$ cat config.mk
export PLATFORM = sky130hd
export DESIGN_NAME = pipe_stage_elastic_flat
export DESIGN_NICKNAME = d
export VERILOG_FILES = /design/src/rtl/pipe_stage_elastic_pkg.sv /design/src/rtl/pipe_stage_elastic_if.sv /design/src/rtl/pipe_stage_elastic.sv /design/src/flat_wrapper.sv
export SDC_FILE = /design/constraint.sdc
export NUM_CORES = 1
export LEC_CHECK = 0
export ABC_AREA = 1
export BUFFER_PORTS_ARGS = -buffer_cell sky130_fd_sc_hd__buf_2
export CORE_ASPECT_RATIO = 0.8
export CORE_MARGIN = 1
export CORE_UTILIZATION = 45
export CTS_BUF_LIST = sky130_fd_sc_hd__clkbuf_8
export CTS_CLUSTER_SIZE = 25
export DETAILED_ROUTE_END_ITERATION = 10
export GPL_TIMING_DRIVEN = 0
export PLACE_DENSITY_LB_ADDON = 0.3
export SLEW_MARGIN = 0
export SYNTH_ARGS = -nofsm -noshare
export SYNTH_HDL_FRONTEND = slang
export SYNTH_SLANG_ARGS = --single-unit
$ cat constraint.sdc
create_clock -name clk -period 1.75 [get_ports clk]
set_input_delay 0.0875 -clock clk [delete_from_list [all_inputs] [get_ports clk]]
set_output_delay 0.0875 -clock clk [all_outputs]
set_load 0.02 [all_outputs]
$ cat src/rtl/pipe_stage_elastic_pkg.sv
// Shared types and constants for the elastic pipeline stage.
// The state encoding is also the held-beat count, so occupancy is a direct cast of the state.
package pipe_pkg;

  typedef enum logic [1:0] {
    ST_EMPTY = 2'd0,
    ST_BUSY  = 2'd1,
    ST_FULL  = 2'd2
  } state_e;

  // RISC-V "addi x0,x0,0": the canonical bubble for instruction-carrying stages
  localparam logic [31:0] RV_NOP = 32'h0000_0013;

  function automatic logic [1:0] occ_of(state_e s);
    logic [1:0] occ;
    occ = 2'd0;
    unique case (s)
      ST_EMPTY: occ = 2'd0;
      ST_BUSY:  occ = 2'd1;
      ST_FULL:  occ = 2'd2;
      default:  occ = 2'd0;
    endcase
    return occ;
  endfunction

endpackage

$ cat src/rtl/pipe_stage_elastic_if.sv
// One valid/ready payload channel. The producer uses the master modport and the consumer uses
// the slave modport.
interface pipe_stage_elastic_if #(
  parameter int DATA_W = 64
) ();

  logic              valid;
  logic              ready;
  logic [DATA_W-1:0] data;

  modport master (output valid, output data, input ready);
  modport slave  (input valid, input data, output ready);

endinterface

$ cat src/rtl/pipe_stage_elastic.sv
// Elastic inter-stage register: 1-cycle latency; with SKID_EN a 2-entry skid buffer keeps
// up.ready registered, otherwise a single entry whose ready passes dn.ready through combinationally.
module pipe_stage_elastic
  import pipe_pkg::*;
#(
  parameter int              DATA_W     = 64,
  parameter bit              SKID_EN    = 1'b1,
  parameter logic [DATA_W-1:0] BUBBLE_VAL = '0
) (
  input  logic                  clk,
  input  logic                  rst_n,
  input  logic                  flush,
  pipe_stage_elastic_if.slave   up,
  pipe_stage_elastic_if.master  dn,
  output logic [1:0]            occupancy
);

  state_e              state_q, state_d;
  logic [DATA_W-1:0]   main_q, main_d;
  logic                out_valid;
  logic                in_fire;
  logic                out_fire;

  assign out_valid = (state_q != ST_EMPTY);
  assign in_fire   = up.valid & up.ready;
  assign out_fire  = out_valid & dn.ready;

  assign dn.valid  = out_valid;
  assign dn.data   = out_valid ? main_q : BUBBLE_VAL;
  assign occupancy = occ_of(state_q);

  generate
    if (SKID_EN) begin : g_skid
      logic [DATA_W-1:0] skid_q, skid_d;
      logic              in_ready_q, in_ready_d;

      always_comb begin
        state_d    = state_q;
        main_d     = main_q;
        skid_d     = skid_q;
        in_ready_d = in_ready_q;
        unique case (state_q)
          ST_EMPTY: begin
            if (in_fire) begin
              state_d = ST_BUSY;
              main_d  = up.data;
            end
          end
          ST_BUSY: begin
            if (in_fire && out_fire) begin
              main_d = up.data;
            end else if (in_fire) begin
              state_d = ST_FULL;
              skid_d  = up.data;
            end else if (out_fire) begin
              state_d = ST_EMPTY;
            end
          end
          ST_FULL: begin
            // The skid entry always holds the younger beat, so it moves forward on drain.
            if (out_fire) begin
              state_d = ST_BUSY;
              main_d  = skid_q;
            end
          end
          default: state_d = ST_EMPTY;
        endcase
        if (flush) begin
          state_d = ST_EMPTY;
          main_d  = BUBBLE_VAL;
          skid_d  = BUBBLE_VAL;
        end
        // Computed from next state so ready is a flop output with no path from dn.ready.
        in_ready_d = (state_d != ST_FULL);
      end

      always_ff @(posedge clk or negedge rst_n) begin
        if (!rst_n) begin
          state_q    <= ST_EMPTY;
          main_q     <= BUBBLE_VAL;
          skid_q     <= BUBBLE_VAL;
          in_ready_q <= 1'b1;
        end else begin
          state_q    <= state_d;
          main_q     <= main_d;
          skid_q     <= skid_d;
          in_ready_q <= in_ready_d;
        end
      end

      assign up.ready = in_ready_q;
    end else begin : g_single
      always_comb begin
        state_d = state_q;
        main_d  = main_q;
        if (in_fire) begin
          state_d = ST_BUSY;
          main_d  = up.data;
        end else if (out_fire) begin
          state_d = ST_EMPTY;
        end
        if (flush) begin
          state_d = ST_EMPTY;
          main_d  = BUBBLE_VAL;
        end
      end

      always_ff @(posedge clk or negedge rst_n) begin
        if (!rst_n) begin
          state_q <= ST_EMPTY;
          main_q  <= BUBBLE_VAL;
        end else begin
          state_q <= state_d;
          main_q  <= main_d;
        end
      end

      assign up.ready = !out_valid | dn.ready;
    end
  endgenerate

  a_occ_range: assert property (@(posedge clk) disable iff (!rst_n)
    occupancy <= 2'd2);

  a_full_blocks: assert property (@(posedge clk) disable iff (!rst_n)
    (state_q == ST_FULL) |-> !up.ready);

  a_stall_stable: assert property (@(posedge clk) disable iff (!rst_n)
    (out_valid && !dn.ready && !flush) |=> $stable(dn.data));

endmodule
$ cat src/flat_wrapper.sv
// flat-port wrapper written by rule: the top's interface ports become plain ports
module pipe_stage_elastic_flat import pipe_pkg::*;
#(
  parameter int              DATA_W     = 64,
  parameter bit              SKID_EN    = 1'b1,
  parameter logic [DATA_W-1:0] BUBBLE_VAL = '0
)
  (clk, rst_n, flush, occupancy, up_valid, up_data, up_ready, dn_valid, dn_data, dn_ready);
  pipe_stage_elastic_if #(.DATA_W(DATA_W)) up_i ();
  pipe_stage_elastic_if #(.DATA_W(DATA_W)) dn_i ();
  input  logic clk;
  input  logic rst_n;
  input  logic flush;
  output logic [1:0] occupancy;
  input wire logic [$bits(up_i.valid)-1:0] up_valid;
  input wire logic [$bits(up_i.data)-1:0] up_data;
  output wire logic [$bits(up_i.ready)-1:0] up_ready;
  output wire logic [$bits(dn_i.valid)-1:0] dn_valid;
  output wire logic [$bits(dn_i.data)-1:0] dn_data;
  input wire logic [$bits(dn_i.ready)-1:0] dn_ready;
  assign up_i.valid = up_valid;
  assign up_i.data = up_data;
  assign up_ready = up_i.ready;
  assign dn_valid = dn_i.valid;
  assign dn_data = dn_i.data;
  assign dn_i.ready = dn_ready;
  pipe_stage_elastic #(.DATA_W(DATA_W), .SKID_EN(SKID_EN), .BUBBLE_VAL(BUBBLE_VAL)) u_core (.clk(clk), .rst_n(rst_n), .flush(flush), .up(up_i), .dn(dn_i), .occupancy(occupancy));
endmodule
==> results.json, run 1 <==
{
  "run_status": "finished, violations left",
  "failed_checks": "DRC",
  "ys_types": 17,
  "yosys_register_bits": 131,
  "crit_arrival_ns": 1.65,
  "fillCellCount": 1351,
  "first_pass_grt_wire_length_mm": 31.6,
  "power.density_cell_area_nw_per_um2": 771,
  "design.core.area_sq_um": 14400,
  "worstSkewPairLatency_ns": 0.46,
  "global_route.overflow_total": 0,
  "maximum_vdd_drop_uv": 519,
  "layout.area.seq_sq_um": 3280,
  "max_slew_margin_pct": 58.1,
  "critical_path_class": "reg2out",
  "die-area_sq_um": 15400,
  "synthToLayoutAreaGrowth_pct": 30.2,
  "drt-vias-per-instance": 5.06,
  "rows": 39,
  "yosysWarningCount": 0,
  "cellInternalPower_mw": 4.82,
  "path_cells": "nor2_2 -> buf_6 -> buf_4 -> nor2_1 -> buf_2",
  "grt.total_usage_pct": 26.2,
  "power.share.clock_pct": 35.0,
  "layout_worst_path_cycle_share_pct": 99.1,
  "most_instantiated_cells_after_synthesis": "nand2_1 (329), nand3_1 (256), dfrtp_1 (130), nor2_1 (70), inv_1 (69)",
  "postLayoutCellArea_sq_um": 8740,
  "power.switching_mw": 1.92,
  "dpl-instance-area_sq_um": 7660,
  "grt_setup_unrepaired": "true",
  "critPathTopFamily": "buffers and inverters",
  "clock_sink_count": 131,
  "multiInputGateArea_sq_um": 2830,
  "die_w_um": 139,
  "floorplan.die.height_um": 111,
  "finalHoldViolCount": 0,
  "final_nets": 1227,
  "synth_area_per_cell_sq_um": 7.18,
  "initial_core_util_pct": 46.5,
  "synth.cell_area_sq_um": 6710,
  "cts_inserted_buffers": 17,
  "finish.cell_count_without_fillers": 1354,
  "cellLeakagePower_nw": 5.00,
  "final_antenna_net_count": 0,
  "clkSlewWorstSetupHoldPaths_ns": 0.07,
  "antenna_violations_before_repair": 0,
  "mappedNetlistNets": 1004,
  "final_period_minus_worst_setup_slack_ns": 1.73,
  "dpl.hpwl_mm": 13.0,
  "wl_per_cell_um": 14.2,
  "numPortBuffers": 136,
  "vias_in_the_first_global_route": 6268,
  "post_synth_inst_count": 935,
  "synth_seq_area_share_pct": 48.8,
  "min_path_type": "in2reg",
  "seq_power_share_pct": 48.2,
  "netlist.top_cell.by_area": "dfrtp_1",
  "clock_skew_ns": 0.0115,
  "cts_max_level": 4,
  "drc_violation_count_after_routing": 16,
  "slew_viol_final": 0,
  "crit_slowest_cell": "dfrtp_1",
  "ys_dominant_reg_cell": "dfrtp_1",
  "reg2reg_setup_slack_ns": 0.13,
  "edff_count_synth": 0,
  "clk_path_buf_depth": 2,
  "worst-path-max-fanout": 10,
  "final_layout_size_suffix_gt1_share_pct": 19.1,
  "worst_hold_slack_ns": 0.162,
  "postSynth.asyncResetShare_pct": 100,
  "wirelength_mm": 19.2,
  "drt_pre_antenna_iters": 8,
  "max_freq_mhz": 576,
  "place.detailed.instances": 1256,
  "largest_cells_by_area_after_synthesis": "dfrtp_1 (48%), nand3_1 (19%), nand2_1 (18%)",
  "synthMostInstantiatedCell": "nand2_1",
  "synth_top_area_share_pct": 48.5,
  "cp_slowest_stage_delay_ns": 0.42,
  "antennaDiodeCount": 0,
  "worstSetupEndpointType": "output pin",
  "dr.first_iter.drc_count": 702,
  "dp_slack_ns": 0.0134,
  "max_slew.worst_pin.slew_ns": 0.629,
  "grt_start_max_net_pins": 68,
  "gp_congestion": 0.810,
  "worst_ep_required_time_ns": 1.66,
  "combPwrFrac_pct": 16.8,
  "swShare_pct": 28.5,
  "timing.final.ws_setup_ns": 0.0151,
  "cts_tree": "yes",
  "cts-root-buf": "clkbuf_8",
  "pin_count": 137,
  "critical_path_buffer_and_inverter_count": 3,
  "dr_total_vias": 6849,
  "drv_cap": 0,
  "critical_path.startpoint_type": "flop",
  "setup_viol": 0
}
state kept, by name (all words and copies together) (netlist names):
signal,count
u_core.state_q,2
u_core.g_skid.skid_q,64
u_core.main_q,64
u_core.up.ready,1
final timing paths:
kind                                                         to                            startpoint  cells past startpoint
max in group asynchronous         u_core.main_q[16]$_DFFE_PN0P_                                 rst_n                      3
setup reg to reg                  u_core.main_q[21]$_DFFE_PN0P_             u_core.up.ready$_DFF_PN1_                      7
hold / removal             u_core.g_skid.skid_q[17]$_DFFE_PN0P_                              dn_ready                      5
setup / recovery                                    dn_data[13]           u_core.state_q[1]$_DFF_PN0_                      5
min in group asynchronous         u_core.main_q[46]$_DFFE_PN0P_                                 rst_n                      2
hold reg to reg            u_core.g_skid.skid_q[27]$_DFFE_PN0P_  u_core.g_skid.skid_q[27]$_DFFE_PN0P_                      2
cell type report:
type                    count  area share (%)
inverters                  72            3.09
multi-input cells         660            32.4
plain buffers              72            4.45
clock inverters            10           0.787
clock buffers              21            3.31
repair buffers            204            15.8
flip-flops and latches    131            37.5
well taps                 184            2.63
metrics by stage:
step	TNS (ns)	util [%]	total power, mW
6_report	0	60.5	6.74
3_3_place_gp	-160.35	52.8	4.26
3_5_place_dp	0	53.0	4.29
2_1_floorplan	0	-	3.87
5_1_grt	-1.55	60.5	7.06
4_1_cts	0	60.3	6.74
cells by family (layout without fill, tap and decap cells):
family / Yosys count / after routing / synth area share [%]
and+or+nand+nor: 657 / 657 / 41.6
AOI/OAI and AO/OA: 3 / 3 / 0.261
buffers and inverters: 144 / 379 / 9.26
DFF: 131 / 131 / 48.8
power by group through the flow:
stage / clock network [mW] / registers, mW / logic (mW)
2_1_floorplan: 0 / 3.28 / 0.589
3_3_place_gp: 0 / 3.30 / 0.964
3_5_place_dp: 0 / 3.30 / 0.986
4_1_cts: 2.38 / 3.24 / 1.12
5_1_grt: 2.54 / 3.26 / 1.26
6_report: 2.36 / 3.25 / 1.13
metal layers:
metal	track usage (%)	routed length, um	vias to the layer above
met5	0	0	-
met4	10.4	383	0
met3	3.84	1250	35
met2	38.2	8390	252
met1	39.2	9190	3158
li1	-	-	3404
placed cells by master (no fill, tap or decap), drive strengths merged:
| cell | n |
|---|---|
| dlygate4sd3 | 66 |
| clkinv | 6 |
| o21ai | 1 |
| dfrtp | 130 |
| dfstp | 1 |
| nand2 | 329 |
| o21a | 1 |
| clkbuf | 39 |
| inv | 75 |
| nor2 | 71 |
| buf | 192 |
| nand3 | 257 |
| bufinv | 1 |
| a21oi | 1 |
tightest hold or removal path, stage by stage:
cell	delay [ns]
buf_2	0.12
inv_1	0.08
nand2_4	0.16
nand3_1	0.09
nand2_1	0.05
repair_timing:
item / in CTS / in global routing
endpoints found under the setup margin: 75 / 100
endpoints found under the hold margin: 167 / 0
hold buffers: 66 / 0
buffers inserted: 1 / 0
gates resized for setup: 14 / 11
pin swaps: 0 / 0
No activity file was read; power rests on OpenSTA's default activity.
==> inputs of run 2 (changes only) <==
PLACE_DENSITY = 0.74   (was unset)
PLACE_DENSITY_LB_ADDON = unset   (was 0.3)
==> run 2 against run 1 <==
Effect of this change:
- routed wire length barely moved
- core utilization rose by 0.16 points
- final area rose by 0.27%
- largest cell class unchanged
- the flow still finishes with violations (DRC)
- largest power group unchanged
- total power rose by 2.3%
- highest routed layer unchanged
- die area did not move
- count of clock-buffer cells in the layout rose by 3
- hold slack got worse by 0.086 ns
- first-iteration DRC count rose by 1.1%
- sequential power barely moved
==> results.json, run 2 (synthesized netlist as in run 1, its figures left out) <==
{
  "fillCellCount": 1351,
  "final_nets": 1227,
  "cts-root-buf": "clkbuf_8",
  "first_pass_grt_wire_length_mm": 31.9,
  "worstSkewPairLatency_ns": 0.46,
  "die-area_sq_um": 15400,
  "final_period_minus_worst_setup_slack_ns": 1.69,
  "clock_skew_ns": 0.0123,
  "mostFrequentLayoutCells": "nand2_1 (328), nand3_1 (256), buf_2 (167)",
  "design.core.area_sq_um": 14400,
  "max_slew.worst_pin.slew_ns": 0.630,
  "slew_viol_final": 0,
  "final_layout_size_suffix_gt1_share_pct": 19.2,
  "critical_path_buffer_and_inverter_count": 3,
  "worst_hold_slack_ns": 0.0756,
  "max_freq_mhz": 592,
  "drc_violation_count_after_routing": 20,
  "min_path_type": "in2async",
  "dr.first_iter.drc_count": 710,
  "cellLeakagePower_nw": 5.01,
  "gp_congestion": 0.819,
  "timing.setup.tns_ns": 0,
  "r2r.worst_path.cells": 6,
  "final_antenna_net_count": 0,
  "cts_tree": "yes",
  "crit_slowest_cell": "dfrtp_1",
  "antennaDiodeCount": 0,
  "critical_path.startpoint_type": "flop",
  "numPortBuffers": 136,
  "leading_registers_by_flop_count": "u_core.g_skid.skid_q x64, u_core.main_q x64, u_core.state_q x2",
  "dr_total_vias": 6866,
  "vias_in_the_first_global_route": 6349,
  "layout_worst_path_cycle_share_pct": 96.6,
  "cts_inserted_buffers": 17,
  "critical_path_class": "reg2out",
  "clk_path_buf_depth": 2,
  "maximum_vdd_drop_uv": 507,
  "cts_max_level": 4,
  "reg2reg_setup_slack_ns": 0.11,
  "worst_ep_required_time_ns": 1.66,
  "run_status": "finished, violations left",
  "die_w_um": 139,
  "wl_per_cell_um": 14.2,
  "critPathTopFamily": "buffers and inverters",
  "power.density_cell_area_nw_per_um2": 786,
  "layout.cells.most_common": "nand2_1",
  "crit-reg2reg-capture": "u_core.main_q[20]$_DFFE_PN0P_",
  "clkSlewWorstSetupHoldPaths_ns": 0.07,
  "grt_setup_unrepaired": "true",
  "crit_arrival_ns": 1.60,
  "synthToLayoutAreaGrowth_pct": 30.6,
  "wirelength_mm": 19.2,
  "floorplan.die.height_um": 111,
  "grt_start_max_net_pins": 101,
  "path_cells": "nor2_2 -> buf_6 -> buf_4 -> nor2_1 -> buf_2",
  "rows": 39,
  "crit_cells": 5,
  "worst_setup_path_startpoint": "u_core.state_q[1]$_DFF_PN0_",
  "crit_path_end": "dn_data[1]",
  "worst-path-max-fanout": 10,
  "drt_pre_antenna_iters": 8,
  "max_slew_margin_pct": 58.0,
  "failed_checks": "DRC",
  "drt-vias-per-instance": 5.07,
  "pin_count": 137,
  "cp_slowest_stage_delay_ns": 0.42,
  "r2r_start": "u_core.up.ready$_DFF_PN1_",
  "initial_core_util_pct": 46.5,
  "clock_sink_count": 131,
  "setup_viol": 0,
  "worstSetupEndpointType": "output pin",
  "global_route.overflow_total": 0,
  "grt.total_usage_pct": 26.3,
  "finalHoldViolCount": 0,
  "drv_cap": 0,
  "antenna_violations_before_repair": 0,
  "dpl.hpwl_mm": 12.8
}
[run 2: changes by cell type in the layout (fill, tap and decap cells not counted), sizes merged]
cell / previous run / this run
clkinv: 6 / 4
buf: 192 / 195
[run 2: routing by layer]
metal	wire, um	track usage [%]	vias to the layer above	part of all wire [%]
met1	9130	38.7	3159	48
met2	8520	38.8	279	44
met4	301	8.76	0	1.6
met3	1250	4.97	30	6.5
li1	-	-	3398	-
met5	0	0	-	0
[run 2: power by group]
| group | total (mW) | leakage, nW | switching [mW] | internal (mW) |
|---|---|---|---|---|
| logic | 1.12 | 3.01 | 0.706 | 0.419 |
| clock network | 2.52 | 0.221 | 1.16 | 1.36 |
| registers | 3.25 | 1.78 | 0.0779 | 3.17 |
| total | 6.89 | 5.01 | 1.94 | 4.95 |
[run 2: worst min-delay path by stage]
stage | start | end
floorplan | rst_n | u_core.g_skid.skid_q[0]$_DFFE_PN0P_
global placement | up_data[43] | u_core.g_skid.skid_q[43]$_DFFE_PN0P_
detailed placement | rst_n | u_core.g_skid.skid_q[46]$_DFFE_PN0P_
CTS | rst_n | u_core.main_q[43]$_DFFE_PN0P_
global route | rst_n | u_core.g_skid.skid_q[44]$_DFFE_PN0P_
finish | rst_n | u_core.main_q[45]$_DFFE_PN0P_
[run 2: final cells by class]
class | count | area (sq um) | area share, %
clock buffers | 24 | 330 | 3.77
inverters | 72 | 270 | 3.08
clock inverters | 8 | 58.8 | 0.671
plain buffers | 72 | 387 | 4.41
multi-input cells | 660 | 2830 | 32.3
well taps | 184 | 230 | 2.63
flip-flops and latches | 131 | 3280 | 37.4
repair buffers | 204 | 1380 | 15.8
[run 2: worst reg2reg max path, stage by stage (launching register included)]
cell and delay [ns]:
dfstp_2 0.55, nand2_1 0.12, nand2_1 0.14, nand3_2 0.26, clkbuf_2 0.29, nand3_1 0.11
nand2_1 0.06
[run 2: metrics by stage]
stage	power [mW]	utilization [%]	worst slack [ns]	instances	cell area (sq um)
finish	6.89	60.7	0.0598	1355	8770
global route	7.19	60.7	-0.0289	1355	8770
CTS	6.91	60.5	0.00426	1355	8740
detailed placement	4.28	53.0	0.0135	1256	7660
global placement	4.26	52.8	-1.22	1255	7620
floorplan	3.87	-	0.375	935	6710
[run 2: timing repair]
| item | in CTS | in global routing |
|---|---|---|
| hold endpoints to repair | 250 | 0 |
| hold buffers | 66 | 0 |
| pin swaps | 0 | 0 |
| buffers inserted | 1 | 0 |
| setup endpoints to repair | 60 | 161 |
| gates resized for setup | 12 | 13 |
